<file path="config.mk">
export PLATFORM = sky130hd
export DESIGN_NAME = memory_read_control
export DESIGN_NICKNAME = d
export VERILOG_FILES = /design/src/rtl/memory_read_control_pkg.sv /design/src/rtl/memory_read_control_latency_counter.sv /design/src/rtl/memory_read_control.sv
export SDC_FILE = /design/constraint.sdc
export NUM_CORES = 1
export LEC_CHECK = 0
export CORE_MARGIN = 3
export CORE_UTILIZATION = 35
export CTS_CLUSTER_DIAMETER = 150
export CTS_CLUSTER_SIZE = 10
export DETAILED_ROUTE_END_ITERATION = 16
export PLACE_DENSITY = 0.68
export SLEW_MARGIN = 20
export SYNTH_ARGS = -nofsm -noshare
export SYNTH_HDL_FRONTEND = slang
export SYNTH_HIERARCHICAL = 1
export SYNTH_SLANG_ARGS = --single-unit
export TNS_END_PERCENT = 30
</file>
<file path="constraint.sdc">
create_clock -name clock -period 1.8 [get_ports clock]
set_clock_uncertainty 0.05 [all_clocks]
set_input_delay 0.54 -clock clock [delete_from_list [all_inputs] [get_ports clock]]
set_output_delay 0.54 -clock clock [all_outputs]
set_load 0.02 [all_outputs]
</file>
<file path="src/rtl/memory_read_control_pkg.sv">
// Shared memory constants: read-FSM state encodings, writer step, RAM access-type codes.
package memory_read_control_pkg;

    typedef enum logic [2:0] {
        ST_IDLE    = 3'd0,
        ST_PEND    = 3'd1,
        ST_ISSUE   = 3'd2,
        ST_WAIT    = 3'd3,
        ST_CAPTURE = 3'd4
    } rd_state_e;

    // Process step during which the RAM port belongs to the writer.
    localparam logic [2:0] WRITE_STEP_DEFAULT = 3'b100;

    typedef enum logic [1:0] {
        ACC_TYPE_0 = 2'd0,
        ACC_TYPE_1 = 2'd1,
        ACC_TYPE_2 = 2'd2,
        ACC_TYPE_3 = 2'd3
    } access_type_e;

    // Location index is {p2, type}; a sweep visits 0..LOC_LAST.
    localparam logic [2:0] LOC_FIRST = {1'b0, ACC_TYPE_0};
    localparam logic [2:0] LOC_LAST  = {1'b1, ACC_TYPE_3};

endpackage

</file>
<file path="src/rtl/memory_read_control_latency_counter.sv">
// Read latency countdown: loaded at issue, decremented while waiting on the RAM.
module read_latency_counter #(
    parameter int WIDTH = 2
) (
    input  logic             clock,
    input  logic             reset,
    input  logic             load,
    input  logic [WIDTH-1:0] load_value,
    input  logic             dec,
    output logic [WIDTH-1:0] count,
    output logic             last
);

    // NOTE: sequential state uses non-blocking assignments so every flop samples pre-edge values.
    always_ff @(posedge clock) begin
        if (reset) begin
            count <= '0;
        end else if (load) begin
            count <= load_value;
        end else if (dec && (count != '0)) begin
            count <= count - 1'b1;
        end
    end

    // The decrement that takes the count to zero is the last wait cycle.
    assign last = (count == WIDTH'(1));

endmodule

</file>
<file path="src/rtl/memory_read_control.sv">
// Read side of the shared score RAM: single reads or an 8-location sweep, yielding the port on writer steps.
module memory_read_control
    import memory_read_control_pkg::*;
#(
    parameter int         RD_LATENCY = 2,
    parameter logic [2:0] WRITE_STEP = WRITE_STEP_DEFAULT
) (
    input  logic        clock,
    input  logic        reset,
    input  logic        req,
    input  logic        sweep,
    input  logic        req_p2,
    input  logic [1:0]  req_type,
    input  logic [2:0]  process,
    input  logic [7:0]  ram_result,
    output logic        access_p2,
    output logic [1:0]  access_type,
    output logic        wren,
    output logic        rd_active,
    output logic [10:0] memory_out,
    output logic        out_valid,
    output logic        busy,
    output logic        done
);

    localparam logic [1:0] LAT_LOAD = 2'(RD_LATENCY - 1);

    rd_state_e  state_q, state_d;
    logic [2:0] loc_q;
    logic       sweep_q;
    logic [2:0] proc_q;
    logic       write_step;
    logic [1:0] lat_count;
    logic       lat_last;

    assign write_step = (process == WRITE_STEP);
    assign wren       = 1'b0;

    read_latency_counter #(.WIDTH(2)) u_lat (
        .clock      (clock),
        .reset      (reset),
        .load       ((state_q == ST_ISSUE) && !write_step),
        .load_value (LAT_LOAD),
        .dec        ((state_q == ST_WAIT) && !write_step),
        .count      (lat_count),
        .last       (lat_last)
    );

    always_ff @(posedge clock) begin
        if (reset) state_q <= ST_IDLE;
        else       state_q <= state_d;
    end

    // NOTE: state_d gets a default before the case so no branch can infer a latch.
    always_comb begin
        state_d = state_q;
        unique case (state_q)
            ST_IDLE:    if (req) state_d = ST_PEND;
            ST_PEND:    if (!write_step) state_d = ST_ISSUE;
            ST_ISSUE: begin
                if (write_step)           state_d = ST_PEND;
                else if (RD_LATENCY == 1) state_d = ST_CAPTURE;
                else                      state_d = ST_WAIT;
            end
            ST_WAIT: begin
                if (write_step)    state_d = ST_PEND;
                else if (lat_last) state_d = ST_CAPTURE;
            end
            ST_CAPTURE: state_d = (sweep_q && (loc_q != LOC_LAST)) ? ST_PEND : ST_IDLE;
            default:    state_d = ST_IDLE;
        endcase
    end

    // The port is released combinationally the moment the writer step appears.
    always_comb begin
        rd_active   = ((state_q == ST_ISSUE) || (state_q == ST_WAIT)) && !write_step;
        busy        = (state_q != ST_IDLE);
        access_p2   = rd_active ? loc_q[2]   : 1'b0;
        access_type = rd_active ? loc_q[1:0] : ACC_TYPE_0;
    end

    always_ff @(posedge clock) begin
        if (reset) begin
            loc_q      <= LOC_FIRST;
            sweep_q    <= 1'b0;
            proc_q     <= 3'b000;
            memory_out <= 11'b0;
            out_valid  <= 1'b0;
            done       <= 1'b0;
        end else begin
            out_valid <= 1'b0;
            done      <= 1'b0;
            unique case (state_q)
                ST_IDLE: begin
                    if (req) begin
                        sweep_q <= sweep;
                        loc_q   <= sweep ? LOC_FIRST : {req_p2, req_type};
                    end
                end
                ST_ISSUE: begin
                    if (!write_step) proc_q <= process;
                end
                ST_CAPTURE: begin
                    memory_out <= {proc_q, ram_result};
                    out_valid  <= 1'b1;
                    if (sweep_q) begin
                        loc_q <= loc_q + 3'd1;
                        done  <= (loc_q == LOC_LAST);
                    end else begin
                        done <= 1'b1;
                    end
                end
                default: ;
            endcase
        end
    end

endmodule

</file>
==> impl_metrics.toml <==
[outcome]
status = "complete, but fails checks"
violations = "negative setup slack"

[worst_setup_path]
crit_path_cell_trace = "buf_6 -> nor3b_4 -> nor3b_4 -> buf_4 -> and2_4 -> buf_6"
worstPathRequired_ns = 1.21
crit_fanout = 2
critical-path-top-delay-family = "simple AND/OR/NAND/NOR gates"
cpMaxStageDelayCell = "nor3b_4"
crit_buf_inv = 3
worstSetupPathType = "input port to output port"
critPathArrivalTime_ns = 1.36
endpoint_kind = "output port"
start_kind = "input port"
critPathMaxStageDelay_ns = 0.20

[synth]
yosys.cell_types.count = 40
ys_warn_count = 6
ys_seq_area_share_pct = 41.62
synthesis.area_um2 = 1202
avgSynthCellArea_um2 = 8.650
synth-async-reset-ratio_pct = 0
syn-instance-count = 139
synth_flop_cell = "dfxtp_1"
ys_ff_latch = 25
synth_edf_count = 0

[clock_network]
root_buffer = "clkbuf_4"
cts_buffers = 3
clock_sinks = 25
cts_tree = "done"
worstSkewPairLatency_ns = 0.31
clkSlewWorstSetupHoldPaths_ns = 0.14
cts_buffer_depth = 2
hold_buffers = 0
htree_levels = 1

[floorplan]
ioPinCount = 37
num_rows = 20
chipWidth_um = 64.61
die-area_um2 = 4174
start_util_pct = 38.13
chipHeight_um = 64.61
fp.coreArea_um2 = 3153

[drt]
drcViolationCount = 0
wire_per_inst_um = 12.10
ant_nets = 0
firstDrtPassIters = 4
vias_per_cell = 4.783
drtIter0Drc = 28
via_count = 1124
finalWirelength_um = 2844

[timing]
hold_violations = 0
setup_viol = 5
clock.fmax_ghz = 0.5117
finalCritPeriodShare_pct = 108.6
slew_viol_final = 0
rsz0062_at_grt = "yes"
setup_slack_ns = -0.1544
period_minus_slack_ns = 1.954

[placement]
port-buffer-count = 35
place_hpwl_um = 2202
gp_congestion = 0.8736
placed_area_um2 = 1680

[grt]
groute.layer.met1.usage_pct = 18.83
overflow = 0
grt_pass1_wl_um = 4905
grt_pass1_vias = 1091
met2_usage_pct = 23.45
groute.usage.overall_pct = 14.54
grt_max_degree = 16
antenna_found_initial = 0
busiest_layer = "met2"
met3_usage_pct = 2.426

[power_and_ir_drop]
vdd_drop_max_uv = 249.3
p_leak_nw = 0.7405
power.density_nw_per_um2 = 626.7

[run]
cap_viol_max_count = 0

[min_path]
hold_class = "input port to flip-flop"

[cells_and_area]
drive_gt1_share_pct = 25.65
final_common_cell = "nand2_1"
final_cell_mix = "nand2_1, dfxtp_1, buf_4"
areaGrowthSynthToFinish_pct = 47.35
fin_nets = 214
final_util_pct = 56.19
stdcell_area_um2 = 1772
diodes = 0
==> final cells by class <==
type                    instances  area (um^2)
well taps                      44        55.05
repair buffers                 56        509.2
flip-flops and latches         25        503.0
multi-input cells             100        651.9
clock inverters                 1        7.507
clock buffers                   3        22.52
fillers                       294         1381
inverters                       6        22.52
==> where the power goes <==
group	leakage, nW	internal (mW)	switching (mW)
logic	0.523	0.148	0.118
registers	0.204	0.576	0.0167
clock network	0.0139	0.0846	0.167
==> cell families after synthesis <==
family | count (synthesis) | synth area share (%)
AO/OA/AOI/OAI | 27 | 13.94
other | 2 | 0.6246
buffers and inverters | 15 | 6.555
multiplexers | 3 | 2.601
flip-flops | 25 | 41.62
AND/OR/NAND/NOR | 62 | 29.76
XOR/XNOR | 1 | 0.7285
adder cells (fa/ha/maj) | 4 | 4.162
==> registers in the layout, summed over array words and instances (netlist names) <==
register	cells
proc_q	3
u_lat/count	2
out_valid	1
sweep_q	1
memory_out	11
loc_q	3
state_q	3
done	1
==> metal layers <==
layer	wire, um	up-vias	part of all wire, %
met5	0	-	0
met4	27	0	0.95
met3	120	2	4.2
met2	1361	23	48
met1	1335	522	47
li1	-	577	-
==> per-stage QoR <==
stage                     setup WS, ns  hold slack, ns  setup TNS [ns]  std cells  total power, mW
after floorplan                -0.1065          0.3784         -0.3003        140           0.7331
after global placement         -0.9858          0.3918          -5.125        224           0.8329
after detailed placement        -1.053          0.4027          -5.570        224           0.8401
after CTS                      -0.1445          0.4047         -0.4510        234            1.118
after global routing           -0.2177          0.4006         -0.8199        235            1.168
final                          -0.1544          0.4135         -0.5718        235            1.110
==> Yosys cell counts (2+ instances only) <==
| master | n | area (um^2) |
|---|---|---|
| nor3b_2 | 2 | 25.02 |
| buf_2 | 3 | 15.01 |
| nor2b_1 | 3 | 18.77 |
| clkbuf_1 | 2 | 7.510 |
| o31ai_1 | 2 | 15.01 |
| conb_1 | 2 | 7.510 |
| dfxtp_1 | 25 | 500.5 |
| o21ai_0 | 2 | 10.01 |
| ha_1 | 4 | 50.05 |
| nor2_1 | 7 | 26.28 |
| mux2i_1 | 2 | 20.02 |
| a21oi_1 | 16 | 80.08 |
| or3b_1 | 2 | 17.52 |
| nand3b_1 | 3 | 22.52 |
| a311oi_1 | 2 | 17.52 |
| and2_1 | 4 | 25.02 |
| nand2_1 | 28 | 105.1 |
| buf_4 | 3 | 22.52 |
| inv_1 | 6 | 22.52 |
==> timing repair <==
item	CTS	global route
hold endpoints to repair	0	0
setup buffers	6	1
pin swaps	5	1
gates resized for setup	64	1
endpoints found under the setup margin	20	7
==> tightest hold or removal path, stage by stage <==
cell and delay, ns:
buf_6 0.10, nand2_1 0.06, a21oi_1 0.05
==> final timing paths <==
path                               startpoint        endpoint  depth (start not counted)  slack (ns)
worst max-delay path               process[2]       access_p2                          6       -0.15
worst max register to register     state_q[2]  u_lat/count[1]                          6        0.13
worst min-delay path               process[1]       proc_q[1]                          3        0.41
worst min register to register  memory_out[4]   memory_out[4]                          2        0.41
Power figures use the tool's default switching activity.
